[src/rtl/memacc_pkg.sv]
`default_nettype none
// +----------------------------------------------------------------------+
// | memacc_pkg                                                           |
// | Shared types and limits for the memory-access pipeline stage.        |
// | Rev 1.0 - initial parametrised release                               |
// +----------------------------------------------------------------------+
package memacc_pkg;

  localparam int MEMACC_MIN_LATENCY = 2;
  localparam int MEMACC_MAX_LATENCY = 16;
  localparam int CNT_W              = $clog2(MEMACC_MAX_LATENCY);

  // Field widths of the canonical payload bundle held across a memory wait.
  localparam int MEMACC_DATA_W     = 32;
  localparam int MEMACC_SIDEBAND_W = 48;
  localparam int MEMACC_PC_W       = 2;

  typedef enum logic [0:0] {
    IDLE = 1'b0,
    WAIT = 1'b1
  } memacc_state_t;

  typedef struct packed {
    logic [MEMACC_DATA_W-1:0]     alu_result;
    logic [MEMACC_DATA_W-1:0]     store_data;
    logic [MEMACC_SIDEBAND_W-1:0] sideband;
    logic [MEMACC_PC_W-1:0]       pc;
    logic [MEMACC_PC_W-1:0]       pc1;
    logic [MEMACC_PC_W-1:0]       pc2;
  } memacc_payload_t;

endpackage
`default_nettype wire

[src/rtl/memory_access_pipe_if.sv]
`default_nettype none
// +----------------------------------------------------------------------+
// | memory_access_pipe_if                                                |
// | Upstream, downstream and data-memory signals of the stage.           |
// | Rev 1.0 - initial parametrised release                               |
// +----------------------------------------------------------------------+
interface memory_access_pipe_if #(
  parameter int INST_MEM_WIDTH = 2,
  parameter int DATA_W         = 32,
  parameter int SIDEBAND_W     = 48
);
  logic                      in_valid;
  logic                      in_ready;
  logic                      mem_read;
  logic                      mem_write;
  logic [DATA_W-1:0]         alu_result;
  logic [DATA_W-1:0]         store_data;
  logic [SIDEBAND_W-1:0]     sideband;
  logic [INST_MEM_WIDTH-1:0] pc;
  logic [INST_MEM_WIDTH-1:0] pc1;
  logic [INST_MEM_WIDTH-1:0] pc2;
  logic                      out_valid;
  logic [DATA_W-1:0]         alu_result_next;
  logic [DATA_W-1:0]         store_data_next;
  logic [SIDEBAND_W-1:0]     sideband_next;
  logic [INST_MEM_WIDTH-1:0] pc_next;
  logic [INST_MEM_WIDTH-1:0] pc1_next;
  logic [INST_MEM_WIDTH-1:0] pc2_next;
  logic [DATA_W-1:0]         read_data;
  logic                      dm_req;
  logic                      dm_we;
  logic [DATA_W-1:0]         dm_addr;
  logic [DATA_W-1:0]         dm_wdata;
  logic [DATA_W-1:0]         dm_rdata;

  // Upstream producer plus data memory.
  modport master (
    output in_valid, mem_read, mem_write, alu_result, store_data, sideband,
           pc, pc1, pc2, dm_rdata,
    input  in_ready, out_valid, alu_result_next, store_data_next, sideband_next,
           pc_next, pc1_next, pc2_next, read_data, dm_req, dm_we, dm_addr, dm_wdata
  );

  // The pipeline stage itself.
  modport slave (
    input  in_valid, mem_read, mem_write, alu_result, store_data, sideband,
           pc, pc1, pc2, dm_rdata,
    output in_ready, out_valid, alu_result_next, store_data_next, sideband_next,
           pc_next, pc1_next, pc2_next, read_data, dm_req, dm_we, dm_addr, dm_wdata
  );
endinterface
`default_nettype wire

[src/rtl/memacc_wait_counter.sv]
`default_nettype none
// +----------------------------------------------------------------------+
// | memacc_wait_counter                                                  |
// | Loadable down counter with zero flag; saturates at zero.             |
// | Rev 1.0 - initial parametrised release                               |
// +----------------------------------------------------------------------+
module memacc_wait_counter #(
  parameter int W = 4
) (
  input  wire logic         clk,
  input  wire logic         rst,
  input  wire logic         i_load,
  input  wire logic [W-1:0] i_load_value,
  input  wire logic         i_dec,
  output logic              o_zero
);

  logic [W-1:0] r_count;

  always_ff @(posedge clk or posedge rst) begin
    if (rst) begin
      r_count <= '0;
    end else if (i_load) begin
      r_count <= i_load_value;
    end else if (i_dec && (r_count != '0)) begin
      r_count <= r_count - W'(1);
    end
  end

  assign o_zero = (r_count == '0);

endmodule
`default_nettype wire

[src/rtl/memory_access_pipe.sv]
`default_nettype none
// +----------------------------------------------------------------------+
// | memory_access_pipe                                                   |
// | Execute->write-back memory stage with configurable memory latency.   |
// | Option macro: MEMACC_POSTED_STORE_EN (stores complete in one cycle). |
// | Rev 1.0 - initial parametrised release                               |
// +----------------------------------------------------------------------+
module memory_access_pipe
  import memacc_pkg::*;
#(
  parameter int INST_MEM_WIDTH = MEMACC_PC_W,
  parameter int DATA_W         = MEMACC_DATA_W,
  parameter int SIDEBAND_W     = MEMACC_SIDEBAND_W,
  parameter int MEM_LATENCY    = 3
) (
  input  wire logic           CLK,
  input  wire logic           reset,
  memory_access_pipe_if.slave bus
);

  if ((MEM_LATENCY < MEMACC_MIN_LATENCY) || (MEM_LATENCY > MEMACC_MAX_LATENCY)) begin : g_bad_latency
    $error("memory_access_pipe: MEM_LATENCY out of range 2..16");
  end
  if ((DATA_W != MEMACC_DATA_W) || (SIDEBAND_W != MEMACC_SIDEBAND_W) ||
      (INST_MEM_WIDTH != MEMACC_PC_W)) begin : g_bad_width
    $error("memory_access_pipe: field widths must match memacc_payload_t");
  end

  localparam logic [CNT_W-1:0] c_cnt_init = CNT_W'(MEM_LATENCY - 2);

  memacc_state_t   r_state;
  memacc_state_t   w_state_next;
  memacc_payload_t w_payload_in;
  memacc_payload_t r_hold;
  memacc_payload_t r_payload_next;
  logic            r_hold_load;
  logic            r_out_valid;
  logic [DATA_W-1:0] r_read_data;
  logic            w_accept;
  logic            w_is_mem;
  logic            w_wait_op;
  logic            w_cnt_load;
  logic            w_cnt_dec;
  logic            w_cnt_zero;
  logic            w_complete;

  // Reset forces in_ready low so every output reads zero while it is held.
  assign bus.in_ready = (r_state == IDLE) && !reset;
  assign w_accept     = bus.in_valid && bus.in_ready;
  assign w_is_mem     = bus.mem_read || bus.mem_write;

`ifdef MEMACC_POSTED_STORE_EN
  assign w_wait_op = bus.mem_read && !bus.mem_write;
`else
  assign w_wait_op = w_is_mem;
`endif

  assign bus.dm_req   = w_accept && w_is_mem;
  assign bus.dm_we    = bus.dm_req && bus.mem_write;
  assign bus.dm_addr  = {DATA_W{bus.dm_req}} & bus.alu_result;
  assign bus.dm_wdata = {DATA_W{bus.dm_req}} & bus.store_data;

  assign w_payload_in = '{alu_result: bus.alu_result, store_data: bus.store_data,
                          sideband: bus.sideband, pc: bus.pc, pc1: bus.pc1, pc2: bus.pc2};

  always_ff @(posedge CLK or posedge reset) begin
    if (reset) begin
      r_state <= IDLE;
    end else begin
      r_state <= w_state_next;
    end
  end

  always_comb begin
    w_state_next = r_state;
    w_cnt_load   = 1'b0;
    w_cnt_dec    = 1'b0;
    w_complete   = 1'b0;
    case (r_state)
      IDLE: begin
        if (w_accept && w_wait_op) begin
          w_state_next = WAIT;
          w_cnt_load   = 1'b1;
        end
      end
      WAIT: begin
        if (w_cnt_zero) begin
          w_state_next = IDLE;
          w_complete   = 1'b1;
        end else begin
          w_cnt_dec = 1'b1;
        end
      end
    endcase
  end

  memacc_wait_counter #(
    .W (CNT_W)
  ) u_wait_counter (
    .clk          (CLK),
    .rst          (reset),
    .i_load       (w_cnt_load),
    .i_load_value (c_cnt_init),
    .i_dec        (w_cnt_dec),
    .o_zero       (w_cnt_zero)
  );

  // Both-set read/write behaves as a store, so only a pure read is a load.
  always_ff @(posedge CLK or posedge reset) begin
    if (reset) begin
      r_hold      <= '0;
      r_hold_load <= 1'b0;
    end else if (w_cnt_load) begin
      r_hold      <= w_payload_in;
      r_hold_load <= bus.mem_read && !bus.mem_write;
    end
  end

  always_ff @(posedge CLK or posedge reset) begin
    if (reset) begin
      r_out_valid    <= 1'b0;
      r_payload_next <= '0;
      r_read_data    <= '0;
    end else begin
      r_out_valid <= 1'b0;
      if (w_accept && !w_wait_op) begin
        r_out_valid    <= 1'b1;
        r_payload_next <= w_payload_in;
      end else if (w_complete) begin
        r_out_valid    <= 1'b1;
        r_payload_next <= r_hold;
        if (r_hold_load) begin
          r_read_data <= bus.dm_rdata;
        end
      end
    end
  end

  assign bus.out_valid       = r_out_valid;
  assign bus.alu_result_next = r_payload_next.alu_result;
  assign bus.store_data_next = r_payload_next.store_data;
  assign bus.sideband_next   = r_payload_next.sideband;
  assign bus.pc_next         = r_payload_next.pc;
  assign bus.pc1_next        = r_payload_next.pc1;
  assign bus.pc2_next        = r_payload_next.pc2;
  assign bus.read_data       = r_read_data;

endmodule
`default_nettype wire

[src/flat_wrapper.sv]
// flat-port wrapper written by rule: the top's interface ports become plain ports
module memory_access_pipe_flat import memacc_pkg::*;
#(
  parameter int INST_MEM_WIDTH = MEMACC_PC_W,
  parameter int DATA_W         = MEMACC_DATA_W,
  parameter int SIDEBAND_W     = MEMACC_SIDEBAND_W,
  parameter int MEM_LATENCY    = 3
)
  (CLK, reset, bus_in_valid, bus_mem_read, bus_mem_write, bus_alu_result, bus_store_data, bus_sideband, bus_pc, bus_pc1, bus_pc2, bus_dm_rdata, bus_in_ready, bus_out_valid, bus_alu_result_next, bus_store_data_next, bus_sideband_next, bus_pc_next, bus_pc1_next, bus_pc2_next, bus_read_data, bus_dm_req, bus_dm_we, bus_dm_addr, bus_dm_wdata);
  memory_access_pipe_if #(.INST_MEM_WIDTH(INST_MEM_WIDTH), .DATA_W(DATA_W), .SIDEBAND_W(SIDEBAND_W)) bus_i ();
  input  wire logic CLK;
  input  wire logic reset;
  input wire logic [$bits(bus_i.in_valid)-1:0] bus_in_valid;
  input wire logic [$bits(bus_i.mem_read)-1:0] bus_mem_read;
  input wire logic [$bits(bus_i.mem_write)-1:0] bus_mem_write;
  input wire logic [$bits(bus_i.alu_result)-1:0] bus_alu_result;
  input wire logic [$bits(bus_i.store_data)-1:0] bus_store_data;
  input wire logic [$bits(bus_i.sideband)-1:0] bus_sideband;
  input wire logic [$bits(bus_i.pc)-1:0] bus_pc;
  input wire logic [$bits(bus_i.pc1)-1:0] bus_pc1;
  input wire logic [$bits(bus_i.pc2)-1:0] bus_pc2;
  input wire logic [$bits(bus_i.dm_rdata)-1:0] bus_dm_rdata;
  output wire logic [$bits(bus_i.in_ready)-1:0] bus_in_ready;
  output wire logic [$bits(bus_i.out_valid)-1:0] bus_out_valid;
  output wire logic [$bits(bus_i.alu_result_next)-1:0] bus_alu_result_next;
  output wire logic [$bits(bus_i.store_data_next)-1:0] bus_store_data_next;
  output wire logic [$bits(bus_i.sideband_next)-1:0] bus_sideband_next;
  output wire logic [$bits(bus_i.pc_next)-1:0] bus_pc_next;
  output wire logic [$bits(bus_i.pc1_next)-1:0] bus_pc1_next;
  output wire logic [$bits(bus_i.pc2_next)-1:0] bus_pc2_next;
  output wire logic [$bits(bus_i.read_data)-1:0] bus_read_data;
  output wire logic [$bits(bus_i.dm_req)-1:0] bus_dm_req;
  output wire logic [$bits(bus_i.dm_we)-1:0] bus_dm_we;
  output wire logic [$bits(bus_i.dm_addr)-1:0] bus_dm_addr;
  output wire logic [$bits(bus_i.dm_wdata)-1:0] bus_dm_wdata;
  assign bus_i.in_valid = bus_in_valid;
  assign bus_i.mem_read = bus_mem_read;
  assign bus_i.mem_write = bus_mem_write;
  assign bus_i.alu_result = bus_alu_result;
  assign bus_i.store_data = bus_store_data;
  assign bus_i.sideband = bus_sideband;
  assign bus_i.pc = bus_pc;
  assign bus_i.pc1 = bus_pc1;
  assign bus_i.pc2 = bus_pc2;
  assign bus_i.dm_rdata = bus_dm_rdata;
  assign bus_in_ready = bus_i.in_ready;
  assign bus_out_valid = bus_i.out_valid;
  assign bus_alu_result_next = bus_i.alu_result_next;
  assign bus_store_data_next = bus_i.store_data_next;
  assign bus_sideband_next = bus_i.sideband_next;
  assign bus_pc_next = bus_i.pc_next;
  assign bus_pc1_next = bus_i.pc1_next;
  assign bus_pc2_next = bus_i.pc2_next;
  assign bus_read_data = bus_i.read_data;
  assign bus_dm_req = bus_i.dm_req;
  assign bus_dm_we = bus_i.dm_we;
  assign bus_dm_addr = bus_i.dm_addr;
  assign bus_dm_wdata = bus_i.dm_wdata;
  memory_access_pipe #(.INST_MEM_WIDTH(INST_MEM_WIDTH), .DATA_W(DATA_W), .SIDEBAND_W(SIDEBAND_W), .MEM_LATENCY(MEM_LATENCY)) u_core (.CLK(CLK), .reset(reset), .bus(bus_i));
endmodule
[config.mk]
export PLATFORM = sky130hd
export DESIGN_NAME = memory_access_pipe_flat
export DESIGN_NICKNAME = d
export VERILOG_FILES = /design/src/rtl/memacc_pkg.sv /design/src/rtl/memory_access_pipe_if.sv /design/src/rtl/memacc_wait_counter.sv /design/src/rtl/memory_access_pipe.sv /design/src/flat_wrapper.sv
export SDC_FILE = /design/constraint.sdc
export NUM_CORES = 1
export LEC_CHECK = 0
export CAP_MARGIN = 10
export CORE_UTILIZATION = 42
export DETAILED_ROUTE_END_ITERATION = 10
export PLACE_DENSITY = 0.82
export SYNTH_ARGS = -nofsm -noshare
export SYNTH_HDL_FRONTEND = slang
export SYNTH_SLANG_ARGS = --single-unit
[constraint.sdc]
create_clock -name CLK -period 9 [get_ports CLK]
set_input_delay 1.8 -clock CLK [delete_from_list [all_inputs] [get_ports CLK]]
set_output_delay 1.8 -clock CLK [all_outputs]
set_load 0.02 [all_outputs]
==> metrics.txt <==
FP Rows=60; RePlAce Congestion=roughly 0.77; top cells by area, synth=dfrtp_1 (60%), a221o_1 (10%), mux2_2 (7.4%); Pwr Total=between 0.005 and 0.006 W; Worst setup SP type=input port; slowest CP cell=clkdlybuf4s50_1; Slew Limit Fails=0; dpl hpwl=around 20000 um; ANT nets after route=0; grt ovf=0; CP cell instances=clkdlybuf4s50_1, nor3b_4, o21ai_4, inv_2, buf_12, and2_1, clkdlybuf4s50_1; number of global-route vias before repair=8977; largest net degree at the start of global routing=between 100 and 150; Final setup viols=0; WP data required=approximately 7000 ps; CTS Buffer Depth=3; DP Worst Slack=about 2800 ps; Max Freq=0.163 GHz; Yosys warning total=0; port bufs=about 370; final hold vios=0; die height=roughly 170 um; synth-to-layout area growth=43.0%; Post-Synthesis Cells=between 800 and 900; worst reg2reg path startpoint=u_core.u_wait_counter.r_count[0]; H-tree lvl count=1; register bit total from synthesis=between 200 and 300; clock slew at reported path FFs=approximately 60 ps; Pre-antenna DRT Iters=5; Post-synth EDFFs=0; Hold Path Origin=u_core.r_hold[110]; Clock Sinks=between 200 and 300; clock latency on the worst-skew pair=about 540 ps; CTS hold repair buffers=0; Global Route Usage Sum=~22%; top cell type by total area after synthesis=dfrtp_1; hold path cells=1; vias per cell=5.59; number of diodes=0; layout cells sized above 1=roughly 12%; R2R Path End=u_core.bus.store_data_next[13]; DR vias=approximately 8600; R2R depth=7; Most used DFF post-synth=dfrtp_1; critical path class=input port to output port; Cell Area, Synth=11500 um2; count leader, synth=dfrtp_1; share of the synthesized area in the top cell type=between 50% and 60%; Layout Skew=around 9.5 ps; Starting Density=42.8%; worst path arrival time=about 4300 ps; status=finished, final reports clean; most instantiated cells after synthesis=dfrtp_1 (275), a221o_1 (118), and3_1 (118); Hold Path End=u_core.r_hold[110]; Syn Area/Cell=roughly 14 um2; Die ar.=around 28000 um2; first-pass GRT wire length=around 50000 um; Most common cell on crit path=clkdlybuf4s50_1; post-route setup slack=2860 ps; TritonCTS clock tree=built; r2r setup slk=6110 ps; min Tclk post-route=roughly 6100 ps; WL/cell=~21 um; power per cell area=roughly 340 nW/um2; Worst Setup End Kind=output port; sequential element share of the synthesized area=59.9%; Ports=roughly 370; initial DRC count=approximately 620; Synthesized Nets=991; CP max stage delay=~600 ps; Root Driver=clkbuf_16; worst slew margin relative to its limit=between 30% and 40%; static leakage=roughly 7.4 nW; CTS buffer count=30; number of post-CTS setup repair buffers=0; Slew @ Worst Pin=about 950 ps; # resized after CTS=0; core area=around 27000 um2; HP Class=flip-flop to flip-flop; Die Wd=167 um; worst vdd ir=between 0.15 and 0.2 mV; initial antenna violation count=0; fin crit share=68.2%; TNS Setup=0 ps; Layout Nets=around 1300; RSZ-0062 raised after global routing=false; final core utilization=61.2%; maxcap violations=0; DRC viols=0; number of distinct library cells after synthesis=27; Post-Route WL=between 30000 and 40000 um; Critical Path Fanout Max=63; ys async rst share=between 90% and 100%
metal layers:
metal | up-vias | routed length (um) | track usage (%)
li1 | 3818 | - | -
met4 | 0 | 816 | 7.02
met5 | - | 0 | 0
met2 | 357 | 15500 | 38.0
met1 | 4370 | 12900 | 27.9
met3 | 66 | 2360 | 5.41
layout by cell type, fill, tap and decap left out, drive strengths merged:
master	instances
a21oi	4
a221o	118
a31oi	1
and2	65
and3	118
and4bb	1
buf	15
bufinv	2
clkbuf	48
clkdlybuf4s50	372
clkinv	1
clkinvlp	3
dfrtp	275
ha	1
inv	4
mux2	150
mux2i	2
nand2	5
nand2b	1
nand4b	1
nor2	5
nor3b	1
nor4b	1
o211a	1
o21ai	3
or3b	1
cell type report:
| class | instances | area, um2 |
|---|---|---|
| clock buffer | 48 | 940 |
| sequential | 275 | 6880 |
| tap | 341 | 427 |
| timing repair buffer | 387 | 3860 |
| clock inverter | 5 | 80.1 |
| fill | 2055 | 10400 |
| inverter | 5 | 22.5 |
| multi-input combinational | 479 | 4230 |
critical path: cells and delay by family:
family	cells	cell delay, ps
compound gates	1	100
simple gates	2	510
buf+inv	4	1870
sequential cells by signal, summed over array words and instances, names as in the netlist, 2 cells and up:
| signal | flops |
|---|---|
| u_core.bus.alu_result_next | 32 |
| u_core.bus.pc1_next | 2 |
| u_core.bus.pc2_next | 2 |
| u_core.bus.pc_next | 2 |
| u_core.bus.read_data | 32 |
| u_core.bus.sideband_next | 48 |
| u_core.bus.store_data_next | 32 |
| u_core.r_hold | 118 |
| u_core.u_wait_counter.r_count | 4 |
report_power, final:
part	internal [W]	switching (W)
clock	0.000765	0.000481
sequential	0.00184	0.000351
combinational	0.00115	0.00103
total	0.00375	0.00186
how the worst max path moves through the flow:
stage                     start                             to  slack [ps]  depth (start not counted)
after floorplan           reset  u_core.bus.alu_result_next[0]        3560                          1
after CTS                 reset               bus_dm_wdata[15]        2840                          7
after detailed placement  reset                bus_dm_addr[26]        2850                          7
final                     reset               bus_dm_wdata[24]        2860                          7
after global routing      reset               bus_dm_wdata[16]        2710                          7
after global placement    reset               bus_dm_wdata[24]        2940                          7
per-stage QoR:
stage               cells  area (um2)  hold WS [ps]
floorplan             835       11500           459
global placement     1487       15400           467
detailed placement   1487       15400           480
CTS                  1540       16400           494
global route         1540       16400           510
finish               1540       16400           491
logic make-up after synthesis:
group	Yosys count	synth area share, %
AND/OR/NAND/NOR	199	10.8
flip-flops	275	59.9
AO/OA/AOI/OAI	127	10.8
adder cells (fa/ha/maj)	1	0.109
multiplexers	152	14.9
buffers and inverters	81	3.60
Power figures use the tool's default switching activity.
